$ cat config.mk
export PLATFORM = sky130hd
export DESIGN_NAME = plan_eval
export DESIGN_NICKNAME = d
export VERILOG_FILES = /design/src/rtl/plan_eval_pkg.sv /design/src/rtl/plan_fp_norm.sv /design/src/rtl/plan_eval.sv
export SDC_FILE = /design/constraint.sdc
export NUM_CORES = 2
export LEC_CHECK = 0
export CAP_MARGIN = 20
export CORE_MARGIN = 3
export CORE_UTILIZATION = 50
export DETAILED_ROUTE_END_ITERATION = 10
export DONT_BUFFER_PORTS = 1
export PLACE_DENSITY = 0.74
export SLEW_MARGIN = 20
export SYNTH_ARGS = -nofsm -noshare
export SYNTH_HDL_FRONTEND = slang
export SYNTH_HIERARCHICAL = 1
export SYNTH_SLANG_ARGS = --single-unit
$ cat constraint.sdc
create_clock -name clk -period 13.7 [get_ports clk]
set_clock_uncertainty 0.2 [all_clocks]
set_input_delay 2.74 -clock clk [delete_from_list [all_inputs] [get_ports clk]]
set_output_delay 2.74 -clock clk [all_outputs]
set_load 0.1 [all_outputs]
$ cat src/rtl/plan_eval_pkg.sv
// Shared FP32 types, constants and unpack/pack helpers for the plan_eval datapath.
package plan_eval_pkg;

  typedef struct packed {
    logic        sign;
    logic [7:0]  exp;
    logic [22:0] man;
  } fp32_t;

  // Unpacked operand: mantissa carries the hidden bit, zero covers flushed denormals.
  typedef struct packed {
    logic        sign;
    logic [7:0]  exp;
    logic [23:0] man;
    logic        zero;
  } fp_unp_t;

  localparam int unsigned FP_BIAS       = 127;
  localparam logic [31:0] FP_MAX_POS    = 32'h7F7F_FFFF;
  localparam int unsigned PLAN_EVAL_LAT = 4;
  localparam int unsigned ALIGN_SAT     = 27;

  function automatic fp_unp_t fp_unpack(input logic [31:0] v);
    fp32_t   f;
    fp_unp_t u;
    f      = fp32_t'(v);
    u.sign = f.sign;
    u.zero = (f.exp == 8'd0);
    // Inf/NaN never arrive from upstream; the top exponent is folded onto 254.
    u.exp  = (f.exp == 8'hFF) ? 8'hFE : f.exp;
    u.man  = u.zero ? 24'd0 : {1'b1, f.man};
    return u;
  endfunction

  function automatic logic [31:0] fp_pack(input logic sign, input logic [7:0] exp,
                                          input logic [22:0] man);
    fp32_t f;
    f.sign = sign;
    f.exp  = exp;
    f.man  = man;
    return 32'(f);
  endfunction

endpackage

$ cat src/rtl/plan_fp_norm.sv
// Leading-zero count and normalizing left shift of a 27-bit mantissa (1.23 + G/R/S).
module plan_fp_norm (
  input  logic [26:0] man_i,
  output logic [4:0]  shamt_o,
  output logic [26:0] man_o
);

  // Highest set bit wins; an all-zero input reports a shift of 0.
  always_comb begin
    shamt_o = 5'd0;
    for (int i = 0; i < 27; i++) begin
      if (man_i[i]) shamt_o = 5'(26 - i);
    end
    man_o = man_i << shamt_o;
  end

endmodule

$ cat src/rtl/plan_eval.sv
// Four-stage FP32 multiply-add y = cf1*x + cf2 with valid strobe.
// Rounding: PLAN_EVAL_RNE_EN selects round-to-nearest-even, otherwise truncation.
module plan_eval
  import plan_eval_pkg::*;
(
  input  logic        clk,
  input  logic        res,
  input  logic        in_valid,
  input  logic [31:0] x,
  input  logic [31:0] cf1,
  input  logic [31:0] cf2,
  output logic        out_valid,
  output logic [31:0] y
);

  logic    v1_q;
  fp_unp_t ux_q, u1_q, uc1_q;

  always_ff @(posedge clk or posedge res) begin
    if (res) begin
      v1_q  <= 1'b0;
      ux_q  <= '0;
      u1_q  <= '0;
      uc1_q <= '0;
    end else begin
      v1_q  <= in_valid;
      ux_q  <= fp_unpack(x);
      u1_q  <= fp_unpack(cf1);
      uc1_q <= fp_unpack(cf2);
    end
  end

  logic              v2_q, sp_q, zp_q;
  logic signed [9:0] ep_q;
  logic [47:0]       mp_q;
  fp_unp_t           uc2_q;

  always_ff @(posedge clk or posedge res) begin
    if (res) begin
      v2_q  <= 1'b0;
      sp_q  <= 1'b0;
      zp_q  <= 1'b0;
      ep_q  <= '0;
      mp_q  <= '0;
      uc2_q <= '0;
    end else begin
      v2_q  <= v1_q;
      sp_q  <= ux_q.sign ^ u1_q.sign;
      zp_q  <= ux_q.zero | u1_q.zero;
      ep_q  <= $signed({2'b00, ux_q.exp}) + $signed({2'b00, u1_q.exp})
               - $signed(10'(FP_BIAS));
      mp_q  <= 48'(ux_q.man) * 48'(u1_q.man);
      uc2_q <= uc1_q;
    end
  end

  logic [26:0]       pn, cm, mb, ms, ma;
  logic signed [9:0] pe, ce, eb, es, diff;
  logic              sb, ss, swap;
  logic [4:0]        sh;
  logic [53:0]       wide;

  always_comb begin
    if (mp_q[47]) begin
      pn = {mp_q[47:24], mp_q[23:22], |mp_q[21:0]};
      pe = ep_q + 10'sd1;
    end else begin
      pn = {mp_q[46:23], mp_q[22:21], |mp_q[20:0]};
      pe = ep_q;
    end
    cm = {uc2_q.man, 3'b000};
    ce = $signed({2'b00, uc2_q.exp});
    // A zero product always yields to cf2; a zero cf2 always yields to the product.
    swap = zp_q | (!uc2_q.zero & ((ce > pe) | ((ce == pe) & (cm > pn))));
    if (swap) begin
      sb = uc2_q.sign; eb = ce; mb = cm;
      ss = sp_q;       es = pe; ms = pn;
    end else begin
      sb = sp_q;       eb = pe; mb = pn;
      ss = uc2_q.sign; es = ce; ms = cm;
    end
    diff = eb - es;
    sh   = (diff > $signed(10'(ALIGN_SAT))) ? 5'(ALIGN_SAT) : diff[4:0];
    wide = {ms, 27'd0} >> sh;
    ma   = {wide[53:28], wide[27] | (|wide[26:0])};
  end

  logic              v3_q, sb3_q, sub3_q, zp3_q;
  logic signed [9:0] eb3_q;
  logic [26:0]       mb3_q, ma3_q;

  always_ff @(posedge clk or posedge res) begin
    if (res) begin
      v3_q   <= 1'b0;
      sb3_q  <= 1'b0;
      sub3_q <= 1'b0;
      zp3_q  <= 1'b0;
      eb3_q  <= '0;
      mb3_q  <= '0;
      ma3_q  <= '0;
    end else begin
      v3_q   <= v2_q;
      sb3_q  <= sb;
      sub3_q <= sb ^ ss;
      zp3_q  <= zp_q;
      eb3_q  <= eb;
      mb3_q  <= mb;
      ma3_q  <= ma;
    end
  end

  logic              v4_q, s4_q, zp4_q;
  logic signed [9:0] e4_q;
  logic [27:0]       sum4_q;

  always_ff @(posedge clk or posedge res) begin
    if (res) begin
      v4_q   <= 1'b0;
      s4_q   <= 1'b0;
      zp4_q  <= 1'b0;
      e4_q   <= '0;
      sum4_q <= '0;
    end else begin
      v4_q   <= v3_q;
      s4_q   <= sb3_q;
      zp4_q  <= zp3_q;
      e4_q   <= eb3_q;
      sum4_q <= sub3_q ? ({1'b0, mb3_q} - {1'b0, ma3_q}) : ({1'b0, mb3_q} + {1'b0, ma3_q});
    end
  end

  logic [4:0]        shamt;
  logic [26:0]       norm_man, mn;
  logic signed [9:0] en, er;
  logic [22:0]       frac;
  logic [31:0]       y_d;

  plan_fp_norm u_norm (
    .man_i   (sum4_q[26:0]),
    .shamt_o (shamt),
    .man_o   (norm_man)
  );

`ifdef PLAN_EVAL_RNE_EN
  logic        inc;
  logic [24:0] mr;
`else
  logic unused_grs;
  assign unused_grs = ^{mn[26], mn[2:0]};
`endif

  always_comb begin
    if (sum4_q[27]) begin
      mn = {sum4_q[27:2], |sum4_q[1:0]};
      en = e4_q + 10'sd1;
    end else begin
      mn = norm_man;
      en = e4_q - $signed({5'b00000, shamt});
    end
`ifdef PLAN_EVAL_RNE_EN
    inc  = mn[2] & (mn[3] | mn[1] | mn[0]);
    mr   = {1'b0, mn[26:3]} + {24'd0, inc};
    frac = mr[24] ? mr[23:1] : mr[22:0];
    er   = mr[24] ? en + 10'sd1 : en;
`else
    frac = mn[25:3];
    er   = en;
`endif
    // Exact cancellation gives +0; only a zero product keeps the sign of a zero cf2.
    if (sum4_q == '0)          y_d = zp4_q ? {s4_q, 31'd0} : 32'd0;
    else if (er <= 10'sd0)     y_d = {s4_q, 31'd0};
    else if (er >= 10'sd255)   y_d = {s4_q, FP_MAX_POS[30:0]};
    else                       y_d = fp_pack(s4_q, er[7:0], frac);
  end

  always_ff @(posedge clk or posedge res) begin
    if (res) begin
      out_valid <= 1'b0;
      y         <= '0;
    end else begin
      out_valid <= v4_q;
      if (v4_q) y <= y_d;
    end
  end

endmodule

# Word level (Yosys, flattened, before mapping)
# Cells that the tools add are included.
# op_classes
n_addsub	8
mul	1
div	0
order_cmp	5
eq_ne	4
n_shift	2
muxes	49
bitwise	8
reduce_logical	9
# ops
cell	count
two-way mux 5 bit	28
two-way mux 27 bit	3
two-way mux 24 bit	3
two-way mux 32 bit	2
two-way mux 31 bit	2
>> shifter 54 x 5 -> 54 bit	1
multiplier 24 x 24 -> 48 bit	1
two-way mux 10 bit	4
adder 27 x 27 -> 28 bit	1
logical NOT 28 bit	1
two-way mux 28 bit	1
subtractor 27 x 27 -> 28 bit	1
> comparator 27 bit	1
OR reduction 27 bit	1
<< shifter 27 x 5 -> 26 bit	1
two-way mux 26 bit	1
equality test 8 bit, second input constant	3
logical NOT 8 bit	3
two-way mux 8 bit	3
OR reduction 22 bit	1
OR reduction 21 bit	1
adder 10 x 2 -> 10 bit, second input constant	2
equality test 9 x 10 -> 1 bit	1
>= comparator 10 x 9 -> 1 bit, second input constant	1
other kinds (13)	19
# word_totals
reg_bits	340
latch_bits	0
ram_bits	0
rom_bits	0
in_bits	99
wordCells	122
memories	0

# Logic depth before layout (Yosys ltp)
# depth
ltp_word	33
ltp_mapped	34
depth_no_buf	33

# Modules after synthesis
# The synthesis kept the hierarchy.
# by_module_without_submodules
mod	n_inst	cells_per_inst	area_per_inst_um2	seq_area_each_um2
plan_eval	1	3700	35291.3	8508.2
plan_fp_norm	1	265	1756.7	0.0

# Worst setup path before layout
# OpenSTA, ideal clock, no wires.
# synth_timing
path_kind	flip-flop to flip-flop
from	reg u1_q[2] (netlist bit)
to	reg mp_q[45]
arrival_ns	7.360
setup_slack_ns	6.024
path_stages_with_launch	29
path_buffers	1
cell_sequence	dfrtp_1 clkbuf_1 and2_1 fa_1 inv_1 fa_1 inv_1 fa_1 ha_1 fa_1 inv_1 fa_1 fa_1 inv_1 ha_1 a21oi_1 o21bai_1 a21oi_1 o21ai_0 a41oi_1 a2111oi_0 o31ai_1 a2111o_1 a211oi_1 o21ai_0 nand3_1 o221ai_1 or4b_2 o311ai_0
# synth_between
elab_chain_cells	1
# synth_rtl
element	line_no	source
from (decl)	plan_eval.sv:17	fp_unp_t ux_q, u1_q, uc1_q;
from (signal assigned)	plan_eval.sv:28	u1_q <= fp_unpack(cf1);
multiplier 24 x 24 -> 48 bit	plan_eval.sv:52	mp_q <= 48'(ux_q.man) * 48'(u1_q.man);
to (signal assigned)	plan_eval.sv:52	
to (decl)	plan_eval.sv:35	logic [47:0] mp_q;
# Every way passes these cells.
# A chain may end at the register's enable or synchronous reset.

# Final worst setup path
# layout_timing
from	reg mp_q[47]
to	reg ma3_q[0]
# layout_between
elab_chain_cells	13
word_cells_on_any_way	18
cone_classes	add/sub (1); order compare (3); eq/ne (1); shift (1); mux (6); bitwise (5); reduce/logical (1)
# layout_rtl
element	line_no	source
two-way mux 27 bit or two-way mux 10 bit (tied branches)	plan_eval.sv:64	if (mp_q[47]) begin
> comparator 27 bit or equality test 9 x 10 -> 1 bit (tied branches)	plan_eval.sv:74	swap = zp_q | (!uc2_q.zero & ((ce > pe) | ((ce == pe) & (cm > pn))));
AND 1 bit	plan_eval.sv:74	
bitwise OR 1 bit	plan_eval.sv:74	
AND 1 bit	plan_eval.sv:74	
bitwise OR 1 bit	plan_eval.sv:74	
two-way mux 10 bit	plan_eval.sv:75	if (swap) begin
subtractor 10 bit	plan_eval.sv:82	diff = eb - es;
> comparator 10 x 6 -> 1 bit	plan_eval.sv:83	sh = (diff > $signed(10'(ALIGN_SAT))) ? 5'(ALIGN_SAT) : diff[4:0];
two-way mux 5 bit	plan_eval.sv:83	
>> shifter 54 x 5 -> 54 bit (*)	plan_eval.sv:84	wide = {ms, 27'd0} >> sh;
OR reduction 27 bit	plan_eval.sv:85	ma = {wide[53:28], wide[27] | (|wide[26:0])};
bitwise OR 1 bit (*)	plan_eval.sv:85	
via ma[0]	plan_eval.sv:57	logic [26:0] pn, cm, mb, ms, ma;
to (signal assigned)	plan_eval.sv:108	ma3_q <= ma;
to (decl)	plan_eval.sv:90	logic [26:0] mb3_q, ma3_q;
# The timed path passes the listed nets; every way through them passes the cells marked *.

==> summary.md <==
| Metric | Value |
|---|---|
| Critical path endpoint category | `flop` |
| Drt wl/cell | `18.6 microns` |
| CTS tree | `built` |
| PortBufs | `0` |
| # resized after CTS | `0` |
| Max Freq | `106 MHz` |
| Antenna Violating Nets Remaining | `0` |
| Pin count of the biggest net entering global routing | `170` |
| Vias in the first global route | `around 27,000` |
| Hold Vio Cnt, Final | `0` |
| CTS Root Cell | `clkbuf_16` |
| Setup tns final | `0 ns` |
| Maxcap violations | `0` |
| Cells along the critical path | `mux2i_1, ha_1, and4_1, nand4_1, nor4_1, nor4_1, o211a_1, a211o_4, nor3_1, nor2_1, ha_1, a22o_1, a211oi_1, a311o_1, nand2_1, o211ai_2, a41o_1, and2_1, o2111ai_1, o21a_1, a2111oi_2, nand4_1, nor4_1, o221ai_1` |
| Fin util | `0.534` |
| Initial Util | `0.506` |
| Die Width | `between 200 and 300 microns` |
| Critical Path Source Type | `flop` |
| Type of the worst min-delay path | `reg2reg` |
| Routed WL | `89,500 microns` |
| Worst-path fanout max | `36` |
| Syn nets | `4,803` |
| Clk sinks | `340` |
| DRT Pass-1 Iters | `8` |
| Leading cell type in the layout, fill and taps excluded | `inv_1` |
| Via count | `27,000` |
| Syn Inst Count | `3,961` |
| Hold Buf Count CTS | `0` |
| Syn avg cell area | `just over 9 sq um` |
| # fillers | `6,428` |
| Total core area | `73,200 sq um` |
| CP Data Required Time | `13.93 ns` |
| RSZ-0062 raised after global routing | `no` |
| Sequential cell area | `8510 sq um` |
| Layout Nets | `4,676` |
| CP arrival | `9.63 ns` |
| Worst slew margin | `0.257` |
| Status | `finished clean` |
| Critical path class | `reg2reg` |
| Detailed Place HPWL | `69,000 microns` |
| Proportion of layout cells with a drive suffix above 1 | `0.0448` |
| Number of remaining DRC errors | `0` |
| Postcts setup bufs | `0` |
| Tmin final | `9.40 ns` |
| Final Wtd Congestion | `0.936` |
| CTS H-tree lvls | `2` |
| Clock Tree Buf Depth | `3` |
| Final setup fails | `0` |
| Most frequent cells in the layout | `inv_1 (603), fa_1 (485), nand2_1 (450)` |
| Grt ovf | `0` |
| Slowest cell delay on critical path | `1.00 ns` |
| Number of vias per cell | `5.61` |
| Iter 0 DRT Violations | `~2,100` |
| I/O pin total | `132` |
| Cell mode on critical path | `nor4_1` |
| CTS buffer count | `40` |
| Pre-CTS WS | `4.38 ns` |
| All-layer global routing usage | `0.235` |
| Area Overhead vs Synth | `5.59%` |
| Die area | `77,400 sq um` |
| Initial antenna violation count | `2` |
| Rows | `99` |
| Fin. max-slew vios | `0` |
| Die Ht | `approximately 280 microns` |
| Mapped Area | `37,000 sq um` |
| Critical Path Slowest Stage Cell | `dfrtp_2` |
| Worst skew pair latency | `0.58 ns` |
| Multi-input gate area | `25,400 sq um` |
| Worst Tran Pin Value | `about 1.1 ns` |
| CTS clk-pin slew, worst paths | `0.07 ns` |
| Final Cycle Share | `0.686` |
| Ys Warns | `6` |
| Global-route wire length before repair | `146,000 microns` |
| Setup ws final | `4.30 ns` |
==> cell type report <==
cell class                 instances  area share
multi-input combinational       2808       0.650
sequential                       340       0.218
inverter                         610      0.0589
tap                              959      0.0307
clock buffer                      49      0.0275
clock inverter                    21     0.00787
timing repair buffer              34     0.00736
antenna                            2    0.000128
==> path summary, 6_finish.rpt <==
| check | from | end | slack (ns) | cells past startpoint |
|---|---|---|---|---|
| setup / recovery | mp_q[47] | ma3_q[0] | 4.30 | 24 |
| hold / removal | uc1_q[14] | cm[16] | 0.14 | 0 |
| setup reg to reg | mp_q[47] | ma3_q[0] | 4.30 | 24 |
| hold reg to reg | uc1_q[14] | cm[16] | 0.14 | 0 |
| max in group asynchronous | res | mb3_q[8] | 9.98 | 2 |
| min in group asynchronous | res | ux_q[27] | 1.94 | 1 |
==> metrics by stage <==
stage          instance area [sq um]  cells  hold slack (ns)
2_1_floorplan                  37000   3961            0.131
3_3_place_gp                   37700   4750            0.132
3_5_place_dp                   37700   4750            0.135
4_1_cts                        39100   4820            0.140
5_1_grt                        39100   4822            0.144
6_report                       39100   4823            0.136
==> routing by layer <==
| metal | up-vias | routed length, microns | track usage |
|---|---|---|---|
| met2 | 945 | 43800 | 0.397 |
| met5 | - | 12 | 0 |
| met3 | 164 | 5550 | 0.0314 |
| met1 | 13500 | 37600 | 0.318 |
| met4 | 2 | 2530 | 0.0700 |
| li1 | 12500 | - | - |
==> worst max-delay path: cells and delay by family (launching register included) <==
family	cells	cell delay [ns]
mux	1	0.32
compound gates	11	4.10
flops	1	1.00
fa+ha+maj	2	0.60
simple gates	10	3.01
==> flip-flops by register name, indices dropped and copies added (netlist names), 2 cells and up <==
register  count
uc1_q        34
cm           24
ep_q         10
y            32
ma3_q        27
u1_q         34
mb3_q        27
eb3_q        10
uc2_q         2
e4_q         10
mp_q         48
sum4_q       28
ux_q         34
ce            8
Power is not shown: default switching activity piles up to over one toggle a cycle in this logic, so the estimate is an artifact.
